<file path="src/rtl/bnn_pkg.sv">
// Shared types and helpers for the BNN parameter loader: FSM state encoding,
// byte widths and the chain-length computation.
package bnn_pkg;

    typedef enum logic [1:0] {
        ST_IDLE  = 2'd0,
        ST_LOAD  = 2'd1,
        ST_SHIFT = 2'd2,
        ST_DONE  = 2'd3
    } state_t;

    localparam int unsigned BYTE_W     = 8;
    localparam int unsigned BYTE_CNT_W = 4;

    function automatic int unsigned chain_bits(input int unsigned neurons,
                                               input int unsigned inputs,
                                               input int unsigned bias_bits);
        return neurons * (inputs + bias_bits);
    endfunction

endpackage

</file>
<file path="src/rtl/bnn_param_loader_if.sv">
// Configuration byte stream (valid/ready) between the host side and the loader.
interface bnn_param_loader_if;
    import bnn_pkg::*;

    logic [BYTE_W-1:0] in_data;
    logic              in_valid;
    logic              in_ready;

    modport master (output in_data, in_valid, input in_ready);
    modport slave  (input in_data, in_valid, output in_ready);

endinterface

</file>
<file path="src/rtl/bnn_readback_collector.sv">
// Collects old chain bits falling out of the tail into bytes, MSB first,
// left-aligning the final partial group. Used only with PARAM_READBACK_EN.
module bnn_readback_collector
    import bnn_pkg::*;
(
    input  logic              clk,
    input  logic              reset,
    input  logic              shift_en,
    input  logic              bit_in,
    input  logic              last,
    output logic [BYTE_W-1:0] rb_data,
    output logic              rb_valid
);

    logic [BYTE_W-1:0]     col;
    logic [BYTE_W-1:0]     col_c;
    logic [BYTE_CNT_W-1:0] cnt;
    logic [BYTE_CNT_W-1:0] cnt_c;

    assign col_c = {col[BYTE_W-2:0], bit_in};
    assign cnt_c = cnt + BYTE_CNT_W'(1);

    // Emit on a full byte or on the final shift of the load, zero-padded low.
    always_ff @(posedge clk) begin
        if (reset) begin
            col      <= '0;
            cnt      <= '0;
            rb_data  <= '0;
            rb_valid <= 1'b0;
        end else begin
            rb_valid <= 1'b0;
            if (shift_en) begin
                if (cnt_c == BYTE_CNT_W'(BYTE_W) || last) begin
                    rb_data  <= col_c << (BYTE_CNT_W'(BYTE_W) - cnt_c);
                    rb_valid <= 1'b1;
                    col      <= '0;
                    cnt      <= '0;
                end else begin
                    col <= col_c;
                    cnt <= cnt_c;
                end
            end
        end
    end

endmodule

</file>
<file path="src/rtl/bnn_param_loader.sv">
// Serialises configuration bytes into a daisy-chain of binary neurons, one bit
// per clock with setup strobe. Optional readback of old contents: PARAM_READBACK_EN.
module bnn_param_loader
    import bnn_pkg::*;
#(
    parameter int unsigned NEURONS   = 4,
    parameter int unsigned INPUTS    = 8,
    parameter int unsigned BIAS_BITS = 3
) (
    input  logic              clk,
    input  logic              reset,
    input  logic              start,
    bnn_param_loader_if.slave cfg,
    output logic              setup,
    output logic              param_out,
    input  logic              chain_in,
    output logic              busy,
    output logic              done,
    output logic [BYTE_W-1:0] rb_data,
    output logic              rb_valid
);

    localparam int unsigned CHAIN_BITS = chain_bits(NEURONS, INPUTS, BIAS_BITS);
    localparam int unsigned BIT_CNT_W  = $clog2(CHAIN_BITS + 1);

    state_t state;
    state_t next_state;

    logic [BYTE_W-1:0]     sr;
    logic [BYTE_W-1:0]     sr_nxt;
    logic [BYTE_CNT_W-1:0] byte_bits;
    logic [BYTE_CNT_W-1:0] byte_bits_nxt;
    logic [BIT_CNT_W-1:0]  sent;
    logic [BIT_CNT_W-1:0]  sent_nxt;
    logic [BIT_CNT_W-1:0]  remain_c;
    logic [BYTE_CNT_W-1:0] first_bits_c;
    logic                  accept_c;
    logic                  last_bit_c;
    logic                  last_shift_c;
    logic                  ready_nxt;
    logic                  busy_nxt;
    logic                  setup_nxt;
    logic                  pout_nxt;
    logic                  done_nxt;

    assign accept_c     = cfg.in_valid & cfg.in_ready;
    assign remain_c     = BIT_CNT_W'(CHAIN_BITS) - sent;
    assign first_bits_c = (remain_c >= BIT_CNT_W'(BYTE_W)) ? BYTE_CNT_W'(BYTE_W)
                                                           : BYTE_CNT_W'(remain_c);
    assign last_bit_c   = (byte_bits == BYTE_CNT_W'(1));
    assign last_shift_c = (state == ST_SHIFT) && last_bit_c &&
                          (sent + BIT_CNT_W'(1) == BIT_CNT_W'(CHAIN_BITS));

    always_ff @(posedge clk) begin
        if (reset) state <= ST_IDLE;
        else       state <= next_state;
    end

    always_comb begin
        next_state = state;
        case (state)
            ST_IDLE, ST_DONE: if (start) next_state = ST_LOAD;
            ST_LOAD:          if (accept_c) next_state = ST_SHIFT;
            ST_SHIFT:         if (last_bit_c) next_state = last_shift_c ? ST_DONE : ST_LOAD;
            default:          next_state = ST_IDLE;
        endcase
    end

    // Outputs decoded from the upcoming state so the registers line up with it.
    always_comb begin
        ready_nxt = 1'b0;
        busy_nxt  = 1'b0;
        setup_nxt = 1'b0;
        pout_nxt  = 1'b0;
        done_nxt  = 1'b0;
        case (next_state)
            ST_LOAD:  begin ready_nxt = 1'b1; busy_nxt = 1'b1; end
            ST_SHIFT: begin setup_nxt = 1'b1; busy_nxt = 1'b1; pout_nxt = sr_nxt[BYTE_W-1]; end
            ST_DONE:  done_nxt = 1'b1;
            default:  ;
        endcase
    end

    always_comb begin
        sr_nxt        = sr;
        byte_bits_nxt = byte_bits;
        sent_nxt      = sent;
        case (state)
            ST_IDLE, ST_DONE: if (start) sent_nxt = '0;
            ST_LOAD: if (accept_c) begin
                sr_nxt        = cfg.in_data;
                byte_bits_nxt = first_bits_c;
            end
            ST_SHIFT: begin
                sr_nxt        = {sr[BYTE_W-2:0], 1'b0};
                byte_bits_nxt = byte_bits - BYTE_CNT_W'(1);
                sent_nxt      = sent + BIT_CNT_W'(1);
            end
            default: ;
        endcase
    end

    always_ff @(posedge clk) begin
        if (reset) begin
            sr           <= '0;
            byte_bits    <= '0;
            sent         <= '0;
            cfg.in_ready <= 1'b0;
            busy         <= 1'b0;
            setup        <= 1'b0;
            param_out    <= 1'b0;
            done         <= 1'b0;
        end else begin
            sr           <= sr_nxt;
            byte_bits    <= byte_bits_nxt;
            sent         <= sent_nxt;
            cfg.in_ready <= ready_nxt;
            busy         <= busy_nxt;
            setup        <= setup_nxt;
            param_out    <= pout_nxt;
            done         <= done_nxt;
        end
    end

`ifdef PARAM_READBACK_EN
    bnn_readback_collector u_rb (
        .clk      (clk),
        .reset    (reset),
        .shift_en (state == ST_SHIFT),
        .bit_in   (chain_in),
        .last     (last_shift_c),
        .rb_data  (rb_data),
        .rb_valid (rb_valid)
    );
`else
    logic unused_c;
    assign unused_c = chain_in ^ last_shift_c;
    assign rb_data  = '0;
    assign rb_valid = 1'b0;
`endif

endmodule

</file>
<file path="src/flat_wrapper.sv">
// flat-port wrapper written by rule: the top's interface ports become plain ports
module bnn_param_loader_flat import bnn_pkg::*;
#(
    parameter int unsigned NEURONS   = 4,
    parameter int unsigned INPUTS    = 8,
    parameter int unsigned BIAS_BITS = 3
)
  (clk, reset, start, setup, param_out, chain_in, busy, done, rb_data, rb_valid, cfg_in_data, cfg_in_valid, cfg_in_ready);
  bnn_param_loader_if cfg_i ();
  input  logic clk;
  input  logic reset;
  input  logic start;
  output logic setup;
  output logic param_out;
  input  logic chain_in;
  output logic busy;
  output logic done;
  output logic [BYTE_W-1:0] rb_data;
  output logic rb_valid;
  input wire logic [$bits(cfg_i.in_data)-1:0] cfg_in_data;
  input wire logic [$bits(cfg_i.in_valid)-1:0] cfg_in_valid;
  output wire logic [$bits(cfg_i.in_ready)-1:0] cfg_in_ready;
  assign cfg_i.in_data = cfg_in_data;
  assign cfg_i.in_valid = cfg_in_valid;
  assign cfg_in_ready = cfg_i.in_ready;
  bnn_param_loader #(.NEURONS(NEURONS), .INPUTS(INPUTS), .BIAS_BITS(BIAS_BITS)) u_core (.clk(clk), .reset(reset), .start(start), .cfg(cfg_i), .setup(setup), .param_out(param_out), .chain_in(chain_in), .busy(busy), .done(done), .rb_data(rb_data), .rb_valid(rb_valid));
endmodule
</file>
<file path="config.mk">
export PLATFORM = sky130hd
export DESIGN_NAME = bnn_param_loader_flat
export DESIGN_NICKNAME = d
export VERILOG_FILES = /design/src/rtl/bnn_pkg.sv /design/src/rtl/bnn_param_loader_if.sv /design/src/rtl/bnn_readback_collector.sv /design/src/rtl/bnn_param_loader.sv /design/src/flat_wrapper.sv
export SDC_FILE = /design/constraint.sdc
export NUM_CORES = 1
export LEC_CHECK = 0
export BUFFER_PORTS_ARGS = -buffer_cell sky130_fd_sc_hd__buf_4
export CORE_ASPECT_RATIO = 0.6
export CORE_UTILIZATION = 30
export CTS_CLUSTER_SIZE = 40
export DETAILED_ROUTE_END_ITERATION = 10
export PLACE_DENSITY_LB_ADDON = 0.3
export SKIP_CTS_REPAIR_TIMING = 1
export SYNTH_ARGS = -nofsm -noshare
export SYNTH_HDL_FRONTEND = slang
export SYNTH_HIERARCHICAL = 1
export SYNTH_SLANG_ARGS = --single-unit
</file>
<file path="constraint.sdc">
create_clock -name clk -period 5.75 [get_ports clk]
set_input_delay 1.15 -clock clk [delete_from_list [all_inputs] [get_ports clk]]
set_output_delay 1.15 -clock clk [all_outputs]
set_load 0.01 [all_outputs]
</file>
== Word level (Yosys, flattened, before mapping) ==
Index checks and enable logic that the tools add are counted.
Word-level totals
  register bits after elaboration: 25
  bits of input ports: 13
  output and inout bits: 14
  word-level logic and storage cells: 52
Operators by class
  add/sub/neg operators: 3
  order comparisons: 1
  equality and inequality tests: 10
  muxes and demuxes: 16
  bitwise logic cells: 2
  reduce and logical (&&, ||, !) cells: 10
Operator list (number)
  one-hot mux 8 bit (2 select lines): 1
  one-hot mux 6 bit (2 select lines): 1
  equality test 2 bit (second input constant): 4
  two-way mux 2 bit: 4
  two-way mux 4 bit: 2
  two-way mux 8 bit: 1
  one-hot mux 4 bit (2 select lines): 1
  adder 6 x 1 -> 6 bit (second input constant): 1
  equality test 6 bit (second input constant): 1
  >= comparator 6 x 4 -> 1 bit (second input constant): 1
  two-way mux 6 bit: 1
  one-hot mux 2 bit (3 select lines): 1
  OR reduction 2 bit: 3
  subtractor 6 bit (first input constant): 1
  equality test 2 x 1 -> 1 bit (second input constant): 2
  equality test 4 x 1 -> 1 bit (second input constant): 1
  two-way mux 1 bit: 4
  AND reduction 2 bit: 2
  nonzero test 2 bit: 2
  subtractor 4 x 1 -> 4 bit (second input constant): 1
  logical AND 1 bit: 2
  logical NOT 2 bit: 1
  != test 2 x 1 -> 1 bit (second input constant): 1
  != test 2 bit (second input constant): 1
  2 further kinds: 2

== Depth between registers and ports, before layout ==
Gate-level depths: netlist (run 1).
  depth in word-level cells: 9
  gate-level depth with buffers: 9
  mapped depth without buffers: 8

== Least setup slack after synthesis (run 1) ==
Ideal clock, no wire load.
  kind: input -> register
  start point: input port cfg_in_valid
  end point: register u_core.busy
  setup time: 0.128 ns
  arrival: 2.080 ns
  required time: 5.622 ns
  setup slack: 3.543 ns
  cell stages on the path: 5
  buffers on the path: 0
  cells stage by stage: a21oi_1 > o32ai_1 > or3_1 > ha_1 > nor2_1
On the way
  longest elaborated chain between the ends: 6
  elaborated cells between the ends (all ways): 7
  those cells by class: 2 x eq/ne; 3 x mux; 1 x bitwise; 1 x reduce/logical
RTL lines
  from (decl): line flat_wrapper.sv:21  | input wire logic [$bits(cfg_i.in_valid)-1:0] cfg_in_valid;
  bitwise AND 1 bit (*): line bnn_param_loader.sv:46  | assign accept_c = cfg.in_valid & cfg.in_ready;
  two-way mux 2 bit (*): line bnn_param_loader.sv:63  | ST_LOAD: if (accept_c) next_state = ST_SHIFT;
  one-hot mux 2 bit (3 select lines) (*): line bnn_param_loader.sv:61  | case (state)
  net u_core.next_state[1]: line bnn_param_loader.sv:27  | state_t next_state;
  equality test 2 x 1 -> 1 bit or equality test 2 bit (tied branches): line bnn_param_loader.sv:76  | case (next_state)
  OR reduction 2 bit (no line) (*)
  two-way mux 1 bit (*): line bnn_param_loader.sv:76
  to (signal assigned): line bnn_param_loader.sv:118  | busy <= busy_nxt;
  to (decl): line bnn_param_loader.sv:17  | output logic busy,
The timed path passes the listed nets; every way through them passes the cells marked *.
A chain may end at the register's enable or synchronous reset.

== Final worst setup path (run 1) ==
  start point: register u_core.state[1]
  end point: register u_core.busy
On the way
  longest elaborated chain between the ends: 9
  elaborated cells between the ends (all ways): 16
  those cells by class: 5 x eq/ne; 6 x mux; 5 x reduce/logical
RTL lines
  from (decl): line bnn_param_loader.sv:26  | state_t state;
  from (signal assigned): line bnn_param_loader.sv:56  | else state <= next_state;
  equality test 2 bit: line bnn_param_loader.sv:51, bnn_param_loader.sv:61
  logical AND 1 bit (2 in a row): line bnn_param_loader.sv:51  | assign last_shift_c = (state == ST_SHIFT) && last_bit_c &&
  two-way mux 2 bit (2 in a row): line bnn_param_loader.sv:64  | ST_SHIFT: if (last_bit_c) next_state = last_shift_c ? ST_DONE : ST_LOAD;
  one-hot mux 2 bit (3 select lines) (*): line bnn_param_loader.sv:61
  net u_core.next_state[1]: line bnn_param_loader.sv:27
  equality test 2 x 1 -> 1 bit or equality test 2 bit (tied branches): line bnn_param_loader.sv:76
  OR reduction 2 bit (no line) (*)
  two-way mux 1 bit (*): line bnn_param_loader.sv:76
Marked as above.

==> results.yml, run 1 <==
run_status:
  outcome: "finished, final reports clean"
global_route:
  grt.total_usage_pct: 11.9
  grt_pass1_wl_um: 5040
  grt_pass1_vias: 1024
  grt_overflow_total: 0
  antenna_found_initial: 0
  grt_max_degree: 24
timing:
  fin_setup_tns_ps: 0
  skew_ps: 4.93
  setup_viol: 0
  timing.fmax_ghz: 0.410
  fin_crit_ps: 2440
  final_max_slew_viol_count: 0
  slew_headroom_pct: 43.6
  period_share_pct: 42.4
  tightest_slew_ps: 845
  finalHoldViolCount: 0
  hold_slack_ps: 498
  rsz0062_at_grt: "false"
power_and_ir_drop:
  power_leakage_nw: 0.638
  cellPowerDensity_mw_per_mm2: 189
  ir_drop_mv: 0.0989
worst_setup_path:
  worstSetupStartpoint: "u_core/state[1]$_SDFF_PP0_"
  reg2reg_depth: 7
  required_ps: 5960
  rrSetupSlack_ps: 3310
  worstSetupPathType: "reg -> reg"
  cp-start-kind: "flip-flop"
  cp_common_cell: "ha_1"
  rr_startpoint: "u_core/state[1]$_SDFF_PP0_"
  critical_path.max_stage_delay_ps: 730
  arrival_ps: 2650
  cp_cell_sequence: "ha_1 > nor2b_1 > nand4b_1 > a2111oi_4 > or3_1 > ha_1 > nor2_1"
  endpoint_kind: "flip-flop"
  path_max_fanout: 23
  cp-endpoint: "u_core/busy$_SDFF_PP0_"
  worstReg2RegEnd: "u_core/busy$_SDFF_PP0_"
  cpMaxStageDelayCell: "ha_1"
cells_and_area:
  instances_no_fill: 248
  final_nets: 209
  final_cell_mix: "dfxtp_1, buf_4, nor2_1, inv_1"
  drive_above_1_share_pct: 15.1
  area_growth_pct: 8.23
  antenna_cells: 0
  fin_area_mm2: 0.00168
  final_common_cell: "dfxtp_1"
synthesis:
  yosys.area.top_type: "dfxtp_1"
  synth_edf_count: 0
  netlist_top_cells_area: "dfxtp_1, ha_1, buf_4"
  syn-cell-area_mm2: 0.00155
  async_reset_ff_share_pct: 0
  ys_warn_count: 6
  syn_inst: 175
  ys_ff_latch: 25
  syn_avg_cell_area_um2: 8.86
  ys_seq_area_share_pct: 32.3
  yosysUniqueCellTypes: 50
  synth.top_cell.area_share_pct: 32.3
  synthFlopType: "dfxtp_1"
die:
  pin_count: 27
  die_height_um: 57.7
  core.rowCount: 19
  die_x_um: 94.8
  die_area_mm2: 0.00547
  start_util_pct: 32.6
  design.core.area_mm2: 0.00475
route:
  first_pass_iters: 4
  routed_via_density: 4.81
  vias: 1192
  drt_iter0_markers: 80
  drc: 0
  wirelength_um: 3090
  wl_per_cell_um: 12.5
  ant_nets: 0
clock_tree:
  path_clk_slew_ps: 90
  cts_max_level: 1
  clock_latency_ps: 270
  ctsLongestPathBuffers: 2
  cts_tree: "done"
  clk_root_buffer_cell: "clkbuf_8"
  cts_num_sinks: 25
  numCtsBuffers: 3
run:
  maxCapViolCount: 0
place:
  place_congestion: 0.811
  dp_cells: 244
  io_buffers: 16
  dp_hpwl_um: 2210
  placed_cell_area_mm2: 0.00163
min_path:
  hp-class: "reg -> reg"
  hp-start: "u_core/sr[0]$_SDFFE_PP0P_"
[sequential cells by signal, summed over array words and instances (netlist names)]
| name | cells |
|---|---|
| u_core/done | 1 |
| u_core/state | 2 |
| u_core/param_out | 1 |
| u_core/sr | 8 |
| u_core/setup | 1 |
| u_core/cfg.in_ready | 1 |
| u_core/sent | 6 |
| u_core/byte_bits | 4 |
| u_core/busy | 1 |
[Yosys cell counts, drive strengths merged, types with 6 or more instances]
master,n
a22o,6
ha,10
inv,11
dfxtp,25
nand3,7
buf,15
a21oi,8
nor2b,6
a22oi,7
nor2,14
o21ai,6
nand2,11
[layer usage]
layer | vias up | global-route usage, % | routed length [µm]
met5 | - | 0 | 0
met4 | 0 | 1.30 | 4
met3 | 2 | 3.94 | 151
met2 | 24 | 14.3 | 1070
met1 | 534 | 20.0 | 1860
li1 | 632 | - | -
[final cells by class]
cell class | count | area [µm²]
Timing Repair Buffer | 16 | 120
Inverter | 11 | 41.3
Fill cell | 502 | 3080
Sequential cell | 25 | 500
Multi-Input combinational cell | 129 | 892
Clock buffer | 4 | 45.0
Tap cell | 63 | 78.8
[through the flow]
stage,setup slack [ps],utilization (%),power (mW)
after detailed placement,3210,34.3,0.219
final,3310,35.3,0.318
after global routing,3080,35.3,0.337
after CTS,3320,35.3,0.324
after floorplan,3540,-,0.210
after global placement,3200,34.3,0.219
[how the worst min path moves through the flow]
stage / to / depth (start not counted)
6_report: u_core/sr[0]$_SDFFE_PP0P_ / 2
5_1_grt: u_core/sr[7]$_SDFF_PP0_ / 2
4_1_cts: u_core/sr[0]$_SDFFE_PP0P_ / 2
3_5_place_dp: u_core/sr[0]$_SDFFE_PP0P_ / 2
3_3_place_gp: u_core/sr[0]$_SDFFE_PP0P_ / 2
2_1_floorplan: u_core/sr[0]$_SDFFE_PP0P_ / 2
[worst max-delay path: cells and delay by family (launching register included)]
family,cells,cell delay [ps]
simple gates,4,700
flops,1,390
fa+ha+maj,2,960
compound gates,1,330
[cell families (layout without fill, tap and decap cells)]
group                    count (synthesis)  after routing  synth area share (%)
flip-flops                              25             25                  32.3
XOR/XNOR                                 2              2                  1.13
other                                    1              9                 0.242
adder cells (fa/ha/maj)                 10             10                  8.07
AND/OR/NAND/NOR                         58             58                  19.8
buffers and inverters                   29             31                  12.1
AO/OA/AOI/OAI                           50             50                  26.4
[power by group]
part | internal (mW) | leakage [nW] | switching (mW) | total [mW]
Clock | 0.0495 | 0.0228 | 0.0535 | 0.103
Sequential | 0.176 | 0.202 | 0.00292 | 0.179
Combinational | 0.0141 | 0.413 | 0.0215 | 0.0356
Total | 0.240 | 0.638 | 0.0780 | 0.318
No activity file was read; power rests on OpenSTA's default activity.
==> run 2, diff against run 1 <==
--- a/config.mk
+++ b/config.mk
@@ -5,6 +5,7 @@
 export SDC_FILE = /design/constraint.sdc
 export NUM_CORES = 1
 export LEC_CHECK = 0
+export ABC_AREA = 1
 export BUFFER_PORTS_ARGS = -buffer_cell sky130_fd_sc_hd__buf_4
 export CORE_ASPECT_RATIO = 0.6
 export CORE_UTILIZATION = 30
==> constraint.sdc (replaced) <==
create_clock -name clk -period 2.1 [get_ports clk]
set_input_delay 0.42 -clock clk [delete_from_list [all_inputs] [get_ports clk]]
set_output_delay 0.42 -clock clk [all_outputs]
set_load 0.01 [all_outputs]
==> results.yml, run 2 <==
route:
  vias: 1274
  routed_via_density: 4.42
  ant_nets: 0
  first_pass_iters: 4
  wl_per_cell_um: 10.6
  drt_iter0_markers: 96
  wirelength_um: 3050
  drc: 0
power_and_ir_drop:
  cellPowerDensity_mw_per_mm2: 633
  combPwrFrac_pct: 24.1
  pwr-share-seq_pct: 48.1
  internal_power_uw: 733
  p_sw_share_pct: 31.8
  clockPowerShare_pct: 27.8
  power_leakage_nw: 0.708
  power.switching_uw: 341
  ir_drop_mv: 0.270
timing:
  fin_crit_ps: 1870
  rsz0062_at_grt: "false"
  period_share_pct: 89.0
  setup_viol: 0
  setup_ws_ps: 230
  timing.fmax_ghz: 0.535
  finalHoldViolCount: 0
  final_max_slew_viol_count: 0
  hold_slack_ps: 416
  skew_ps: 5.91
  fin_setup_tns_ps: 0
die:
  pin_count: 27
  die_area_mm2: 0.00535
  die_x_um: 93.8
  core.rowCount: 19
  design.core.area_mm2: 0.00471
  die_height_um: 57.1
  start_util_pct: 32.2
worst_setup_path:
  required_ps: 2320
  rr_startpoint: "u_core/state[0]$_SDFF_PP0_"
  worstReg2RegEnd: "u_core/busy$_SDFF_PP0_"
  rrSetupSlack_ps: 230
  arrival_ps: 2090
  path_max_fanout: 4
  cp_common_cell: "inv_1"
  cp-start-kind: "flip-flop"
  worstSetupStartpoint: "u_core/state[0]$_SDFF_PP0_"
  worstSetupPathType: "reg -> reg"
  critical_path.max_stage_delay_ps: 360
  reg2reg_depth: 10
  cpMaxStageDelayCell: "dfxtp_1"
  endpoint_kind: "flip-flop"
  cp_cell_sequence: "inv_1 > ha_1 > inv_1 > nor2_2 > nor2_1 > o21ai_0 > nand2_1 > inv_1 > ha_1 > nor2_1"
synthesis:
  netlist_top_cells_area: "dfxtp_1, nand2_1, ha_1"
  yosysMostFrequentCell: "nand2_1"
  ys_ff_latch: 25
  yosysUniqueCellTypes: 30
  yosys.area.top_type: "dfxtp_1"
  synth.top_cell.area_share_pct: 33.0
  ys_warn_count: 6
  syn_inst: 208
  async_reset_ff_share_pct: 0
  syn_avg_cell_area_um2: 7.28
  ys_seq_area_share_pct: 33.0
  syn-cell-area_mm2: 0.00152
  synthTopCellsByCount: "nand2_1, dfxtp_1, inv_1"
  synthFlopType: "dfxtp_1"
  synth_edf_count: 0
clock_tree:
  cts_tree: "done"
  clock_latency_ps: 280
  cts_max_level: 1
  path_clk_slew_ps: 90
  ctsLongestPathBuffers: 2
  numCtsBuffers: 3
  clk_root_buffer_cell: "clkbuf_8"
  cts_num_sinks: 25
cells_and_area:
  top_register: "u_core/sr"
  largest_reg_flops: 8
  reg_top3: "u_core/sr (8), u_core/sent (6), u_core/byte_bits (4)"
  antenna_cells: 0
  final_cell_mix: "nand2_1, dfxtp_1, inv_1, buf_4, a21oi_1"
  drive_above_1_share_pct: 19.1
  fin_area_mm2: 0.00170
  final_nets: 249
  final_common_cell: "nand2_1"
  area_growth_pct: 12.1
place:
  placed_cell_area_mm2: 0.00165
  dp_hpwl_um: 2260
  place_ws_ps: 245
  io_buffers: 16
  place_congestion: 0.722
run_status:
  outcome: "finished, final reports clean"
global_route:
  antenna_found_initial: 0
  grt_pass1_vias: 1071
  grt_max_degree: 23
  grt_pass1_wl_um: 5090
  grt_overflow_total: 0
  grt.total_usage_pct: 12.2
min_path:
  hp-start: "cfg_in_data[0]"
  hold_end: "u_core/sr[0]$_SDFFE_PP0P_"
  hp-class: "in -> reg"
  min_path_cells: 3
run:
  maxCapViolCount: 0
[run 2: cell types whose count changed in the layout (fill, tap and decap cells not counted), moves of 4 or more]
| cell | delta |
|---|---|
| a21oi_1 | +13 |
| a22o_1 | -6 |
| a22o_2 | +6 |
| a22oi_1 | -6 |
| buf_4 | +5 |
| inv_1 | +11 |
| inv_2 | +4 |
| nand2_1 | +40 |
| nand2b_1 | -5 |
| nand3_1 | +4 |
| nor2b_1 | -6 |
[run 2: layout make-up]
| cell class | instances | area [µm²] |
|---|---|---|
| multi-input cells | 149 | 815 |
| clock inverters | 1 | 7.51 |
| fillers | 523 | 3010 |
| flip-flops and latches | 25 | 500 |
| well taps | 63 | 78.8 |
| repair buffers | 21 | 158 |
| inverters | 26 | 97.6 |
| clock buffers | 3 | 41.3 |
[run 2: metal layers]
metal | global-route usage [%] | wire length [µm]
met5 | 0 | 0
met4 | 2.64 | 23
met3 | 3.60 | 161
met2 | 14.9 | 1080
met1 | 20.1 | 1780
[run 2: worst max path at each step]
| stage | slack, ps | cells past startpoint | to |
|---|---|---|---|
| 2_1_floorplan | 340 | 10 | u_core/busy$_SDFF_PP0_ |
| 3_3_place_gp | 280 | 10 | u_core/busy$_SDFF_PP0_ |
| 3_5_place_dp | 240 | 10 | u_core/busy$_SDFF_PP0_ |
| 4_1_cts | 220 | 10 | u_core/busy$_SDFF_PP0_ |
| 5_1_grt | 30 | 10 | u_core/busy$_SDFF_PP0_ |
| 6_report | 230 | 10 | u_core/busy$_SDFF_PP0_ |
[run 2: power by group through the flow]
| stage | sequential (mW) | combinational, mW | clock [mW] |
|---|---|---|---|
| finish | 0.517 | 0.259 | 0.299 |
| global route | 0.523 | 0.295 | 0.331 |
| CTS | 0.518 | 0.260 | 0.313 |
| detailed placement | 0.528 | 0.258 | 0 |
| global placement | 0.529 | 0.260 | 0 |
| floorplan | 0.530 | 0.183 | 0 |
[run 2: logic make-up (layout without fill, tap and decap cells)]
kind of cell	count (synthesis)	after routing	synth area share, %
AND/OR/NAND/NOR	85	85	24.9
AO/OA/AOI/OAI	42	42	16.7
buffers and inverters	42	51	15.2
flip-flops	25	25	33.0
adder cells (fa/ha/maj)	10	10	8.26
XOR/XNOR	3	3	1.73
other	1	9	0.247
[run 2: critical path: cells and delay by family, from the launching register on]
| family | cells | cell delay [ps] |
|---|---|---|
| and+or+nand+nor | 4 | 470 |
| AOI/OAI and AO/OA | 1 | 130 |
| adders and majority gates | 2 | 610 |
| buffers and inverters | 3 | 220 |
| DFF | 1 | 360 |
[run 2: metrics by stage]
stage / utilization, % / power, mW / std cells
global placement: 35.0 / 0.789 / 284
floorplan: - / 0.713 / 216
CTS: 36.1 / 1.09 / 288
global route: 36.1 / 1.15 / 288
finish: 36.1 / 1.07 / 288
detailed placement: 35.0 / 0.786 / 284
